===== config.mk =====
export PLATFORM = sky130hd
export DESIGN_NAME = expr_result_unpacker
export DESIGN_NICKNAME = d
export VERILOG_FILES = /design/src/rtl/expr_result_unpacker.sv
export SDC_FILE = /design/constraint.sdc
export NUM_CORES = 1
export LEC_CHECK = 0
export CAP_MARGIN = 20
export CORE_MARGIN = 1
export CORE_UTILIZATION = 45
export CTS_CLUSTER_DIAMETER = 80
export CTS_CLUSTER_SIZE = 30
export DETAILED_ROUTE_END_ITERATION = 12
export HOLD_SLACK_MARGIN = 0.02
export PLACE_DENSITY_LB_ADDON = 0.2
export SYNTH_ARGS = -nofsm -noshare
export SYNTH_HDL_FRONTEND = slang
export SYNTH_SLANG_ARGS = --single-unit

===== constraint.sdc =====
create_clock -name clk -period 9.5 [get_ports clk]
set_input_delay 1.425 -clock clk [delete_from_list [all_inputs] [get_ports clk]]
set_output_delay 1.425 -clock clk [all_outputs]
set_load 0.01 [all_outputs]

===== src/rtl/expr_result_unpacker.sv =====
`default_nettype none
//------------------------------------------------------------------------------
// Module   : expr_result_unpacker
// Purpose  : Captures one 90-bit packed expression-result word {y0..y17} over a
//            valid/ready handshake and streams its 18 fields one per beat,
//            each widened to OUT_W bits (zero- or sign-extended).
// Ports    : clk, rst (sync, active-high)
//            in_valid/in_ready/in_data[89:0]      packed word input
//            out_valid/out_ready                  beat handshake
//            out_data[OUT_W-1:0]                  extended field
//            out_idx[4:0]                         field index (18 = checksum)
//            out_last                             final beat of the word
// Options  : EXPR_UNPACK_CHECKSUM_EN - appends a beat carrying the XOR of the
//            18 extended field values; out_last moves to that beat.
// Revision : 1.0 - initial release
//------------------------------------------------------------------------------
module expr_result_unpacker #(
   parameter int OUT_W    = 8,
   parameter bit SIGN_EXT = 1'b1
) (
   input  logic             clk,
   input  logic             rst,
   input  logic             in_valid,
   output logic             in_ready,
   input  logic [89:0]      in_data,
   output logic             out_valid,
   input  logic             out_ready,
   output logic [OUT_W-1:0] out_data,
   output logic [4:0]       out_idx,
   output logic             out_last
);

`ifdef EXPR_UNPACK_CHECKSUM_EN
   typedef enum logic [1:0] {S_IDLE = 2'd0, S_STREAM = 2'd1, S_SUM = 2'd2} state_t;
`else
   typedef enum logic [1:0] {S_IDLE = 2'd0, S_STREAM = 2'd1} state_t;
`endif

   state_t           r_state;
   logic [89:0]      r_sr;
   logic [4:0]       r_idx;
   logic             r_out_valid;
   logic             r_in_ready;
   logic [OUT_W-1:0] r_out_data;
   logic             r_out_last;
`ifdef EXPR_UNPACK_CHECKSUM_EN
   logic [OUT_W-1:0] r_acc;
`endif

   logic [89:0]      w_sr_next;
   logic [4:0]       w_idx_next;

   // Field k is 4, 5 or 6 bits wide, cycling with k.
   function automatic logic [6:0] f_width(input logic [4:0] k);
      f_width = 7'd4 + 7'(k % 5'd3);
   endfunction

   // The current field always sits at the top of the shift register.
   function automatic logic [OUT_W-1:0] f_field(input logic [89:0] sr, input logic [4:0] k);
      logic sgn;
      sgn     = SIGN_EXT && ((k % 5'd6) >= 5'd3);
      f_field = '0;
      case (k % 5'd3)
         5'd0: begin
            if (sgn) f_field = OUT_W'($signed(sr[89:86]));
            else     f_field = OUT_W'(sr[89:86]);
         end
         5'd1: begin
            if (sgn) f_field = OUT_W'($signed(sr[89:85]));
            else     f_field = OUT_W'(sr[89:85]);
         end
         default: begin
            if (sgn) f_field = OUT_W'($signed(sr[89:84]));
            else     f_field = OUT_W'(sr[89:84]);
         end
      endcase
   endfunction

   assign w_sr_next  = r_sr << f_width(r_idx);
   assign w_idx_next = r_idx + 5'd1;

   always_ff @(posedge clk) begin
      if (rst) begin
         r_state     <= S_IDLE;
         r_sr        <= '0;
         r_idx       <= '0;
         r_out_valid <= 1'b0;
         r_in_ready  <= 1'b1;
         r_out_data  <= '0;
         r_out_last  <= 1'b0;
`ifdef EXPR_UNPACK_CHECKSUM_EN
         r_acc       <= '0;
`endif
      end else begin
         case (r_state)
            S_IDLE: begin
               if (in_valid) begin
                  // Beat 0 is presented straight from the captured word.
                  r_sr        <= in_data;
                  r_idx       <= 5'd0;
                  r_out_data  <= f_field(in_data, 5'd0);
                  r_out_valid <= 1'b1;
                  r_in_ready  <= 1'b0;
                  r_out_last  <= 1'b0;
                  r_state     <= S_STREAM;
`ifdef EXPR_UNPACK_CHECKSUM_EN
                  r_acc       <= '0;
`endif
               end
            end
            S_STREAM: begin
               if (out_ready) begin
                  r_sr <= w_sr_next;
`ifdef EXPR_UNPACK_CHECKSUM_EN
                  r_acc <= r_acc ^ r_out_data;
`endif
                  if (r_idx == 5'd17) begin
`ifdef EXPR_UNPACK_CHECKSUM_EN
                     // Checksum folds in the field-17 beat being accepted now.
                     r_idx      <= 5'd18;
                     r_out_data <= r_acc ^ r_out_data;
                     r_out_last <= 1'b1;
                     r_state    <= S_SUM;
`else
                     r_out_valid <= 1'b0;
                     r_in_ready  <= 1'b1;
                     r_out_last  <= 1'b0;
                     r_state     <= S_IDLE;
`endif
                  end else begin
                     r_idx      <= w_idx_next;
                     r_out_data <= f_field(w_sr_next, w_idx_next);
`ifdef EXPR_UNPACK_CHECKSUM_EN
                     r_out_last <= 1'b0;
`else
                     r_out_last <= (r_idx == 5'd16);
`endif
                  end
               end
            end
`ifdef EXPR_UNPACK_CHECKSUM_EN
            S_SUM: begin
               if (out_ready) begin
                  r_out_valid <= 1'b0;
                  r_in_ready  <= 1'b1;
                  r_out_last  <= 1'b0;
                  r_state     <= S_IDLE;
               end
            end
`endif
            default: begin
               r_out_valid <= 1'b0;
               r_in_ready  <= 1'b1;
               r_out_last  <= 1'b0;
               r_state     <= S_IDLE;
            end
         endcase
      end
   end

   assign in_ready  = r_in_ready;
   assign out_valid = r_out_valid;
   assign out_data  = r_out_data;
   assign out_idx   = r_idx;
   assign out_last  = r_out_last;

endmodule
`default_nettype wire


==> results.toml <==
[synthesis]
ys_types = 108
synth_ff_type = "dfxtp_1"
synth-edff-count = 0
synthArstFlopShare = 0
synth_cells = 1689
syn_area_per_cell_um2 = 7.58
synth_nets = 1798
yosys.area.top_type = "dfxtp_1"
yosysTopAreaCellShare = 0.164
ys_seq_elements = 105
synthTopCellsByArea = "dfxtp_1 16%, mux2i_1 14%, mux4_2 5.6%"
synth_seq_area_share = 0.164
ys_warn_count = 0
syn_area_mm2 = 0.0128

[global_route]
antenna_found_initial = 0
grt_max_degree = 79
grt_pass1_vias = 13321
grt_pass1_wl_um = 91700
grt-ovfl-total = 0
grt.total_usage = 0.439

[cts]
cts_made_buffers = 9
cts_buffer_depth = 2
h-tree-depth = 3
clk_latency_ps = 390
clk_pin_slew_ps = 90
ctsResizeCount = 0
post-cts-setup-buffers = 0
cts_tree = "built"
hold_buffers = 0
clock_sinks = 105
cts_root_buf = "clkbuf_16"

[sta]
relSlewSlack = 0.188
period_minus_slack_ps = 6750
setup_slack_ps = 2750
worstMarginPinSlew_ps = 1220
hold_viol = 0
final.setup.tns_ps = 0
maxClockFrequency_mhz = 148
rsz0062_at_grt = "no"
worst_clock_skew_ps = 21.1
maxSlewViolCount = 0
finalSetupViolations = 0
min_period_over_period = 0.711

[routing]
vias = 14655
ant_nets = 0
post_drt_via_cell_ratio = 7.04
wl_um = 64100
drc = 0
avgRoutedWirePerCell_um = 30.8
drt-pass1-iter-count = 9
drtIter0Drc = 2156

[layout]
fillers = 2774
regArea_mm2 = 0.00210
fin_nets = 1808
multi_input_area_mm2 = 0.00987
drive_gt1_frac = 0.117
antennaDiodeCount = 0
area_growth_pct = 11.5

[setup_path]
cp-end-kind = "register"
crit_arrival_ps = 6990
r2r_cells = 20
crit_start = "out_idx[1]$_SDFFE_PP0P_"
worst_path_largest_cell_delay_ps = 740
crit_chain = "ha_1 -> nor4bb_1 -> a311oi_2 -> and2_4 -> inv_4 -> ha_1 -> inv_1 -> a21oi_4 -> nor4_4 -> buf_4 -> nor2_4 -> buf_4 -> mux2i_1 -> mux2i_1 -> mux2_2 -> mux2_2 -> mux2i_1 -> a21oi_1 -> a221oi_1 -> a211oi_1"
crit_type = "reg -> reg"
cp.required_ps = 9740
startpoint_type = "register"
crit_path_frequent_cell = "mux2i_1"
cp_slowest_cell = "dfxtp_1"
r2r-start = "out_idx[1]$_SDFFE_PP0P_"
crit_fanout = 23

[floorplan]
core-area_mm2 = 0.0279
die_x_um = 171
die_y_um = 171
num_rows = 61
ios = 110
design.die.area_mm2 = 0.0291
initial_core_util = 0.459

[status]
outcome = "completed"

[placed_design]
dp_hpwl_um = 49200
io_buffers = 109
gp_congestion = 1.03
dp_slack_ps = 3020

[power]
netSwitchingPower_w = 0.000720
seqPwrFrac = 0.340
p_int_w = 0.000913
swShare = 0.441
powerDensity_mw_per_mm2 = 114
leakage_nw = 5.65
power_frac_comb = 0.410
pwr-share-clk = 0.251
vdd_drop_max_v = 0.0000846

[hold_path]
min_path_type = "reg -> reg"
min-delay-start = "out_last$_SDFFE_PP0P_"
hold_path_depth = 2

[run]
cap_violations = 0
[metal layers]
metal	wire, µm	track usage
met2	25100	0.598
met5	0	0
met4	3190	0.204
met1	27000	0.609
met3	8780	0.152
[cells in the mapped netlist, types with 13 or more instances]
master / count
a211oi_1: 52
a21oi_1: 68
a221oi_1: 16
a31oi_1: 22
and2_1: 30
buf_2: 31
buf_4: 13
clkbuf_1: 80
dfxtp_1: 105
ha_1: 15
inv_1: 32
mux2_2: 44
mux2i_1: 181
mux4_2: 32
nand2_1: 160
nand3_1: 97
nor2_1: 178
nor3_1: 49
o211ai_1: 22
o21a_1: 22
o21ai_0: 135
o21ai_1: 29
[worst paths after layout]
check,endpoint,slack [ps]
max,r_sr[75]$_SDFFE_PP0P_,2750
min,out_last$_SDFFE_PP0P_,460
max reg2reg,r_sr[75]$_SDFFE_PP0P_,2750
min reg2reg,out_last$_SDFFE_PP0P_,460
[power by group through the flow]
stage / clock [W] / sequential [W] / combinational [W]
2_1_floorplan: 0 / 0.000521 / 0.000396
3_3_place_gp: 0 / 0.000557 / 0.000638
3_5_place_dp: 0 / 0.000556 / 0.000635
4_1_cts: 0.000408 / 0.000546 / 0.000639
5_1_grt: 0.000425 / 0.000554 / 0.000697
6_report: 0.000409 / 0.000555 / 0.000669
[area by class of cell]
cell class	count	share of cell area
Inverter	36	0.00965
Timing Repair Buffer	147	0.0969
Tap cell	378	0.0332
Multi-Input combinational cell	1400	0.692
Clock buffer	10	0.0161
Sequential cell	105	0.147
Clock inverter	6	0.00465
[sequential cells by signal, indices dropped and copies added, names as in the netlist]
signal and flops:
out_idx 5, r_sr 90, out_last 1, out_data 7
in_ready 1, out_valid 1
[worst max-delay path: cells and delay by family (launching register included)]
kind,cells,cell delay [ps]
multiplexers,5,1830
AND/OR/NAND/NOR,4,1450
adder cells (fa/ha/maj),2,650
AO/OA/AOI/OAI,5,1040
buffers and inverters,4,870
flip-flops,1,740
[placed cells by master (no fill, tap or decap), types with 14 or more instances in the layout]
master	synthesis	layout
mux2i_1	181	181
nor2_1	178	175
nand2_1	160	156
o21ai_0	135	135
clkdlybuf4s50_1	0	108
dfxtp_1	105	105
nand3_1	97	97
a21oi_1	68	68
a211oi_1	52	52
nor3_1	49	47
mux2_2	44	44
buf_4	13	36
mux4_2	32	32
inv_1	32	31
and2_1	30	30
o21ai_1	29	29
o211ai_1	22	22
o21a_1	22	22
a31oi_1	22	22
a221oi_1	16	16
ha_1	15	14
[per-stage QoR]
stage | total power, W | hold slack, ps | util | area, µm² | cells
2_1_floorplan | 0.000917 | 445 | - | 12800 | 1689
3_3_place_gp | 0.00119 | 448 | 0.500 | 13900 | 2063
3_5_place_dp | 0.00119 | 454 | 0.501 | 14000 | 2064
4_1_cts | 0.00159 | 467 | 0.511 | 14200 | 2080
5_1_grt | 0.00168 | 503 | 0.512 | 14300 | 2082
6_report | 0.00163 | 462 | 0.512 | 14300 | 2082
[cells by family (layout without fill, tap and decap cells)]
kind of cell	count (synthesis)	after routing	share of synthesized area
simple gates	589	589	0.217
flops	105	105	0.164
fa+ha+maj	15	15	0.0147
mux	261	261	0.242
buf+inv	184	199	0.0689
xor+xnor	9	9	0.00763
compound gates	526	526	0.286
Note: power is estimated with default switching activity, not from simulation.
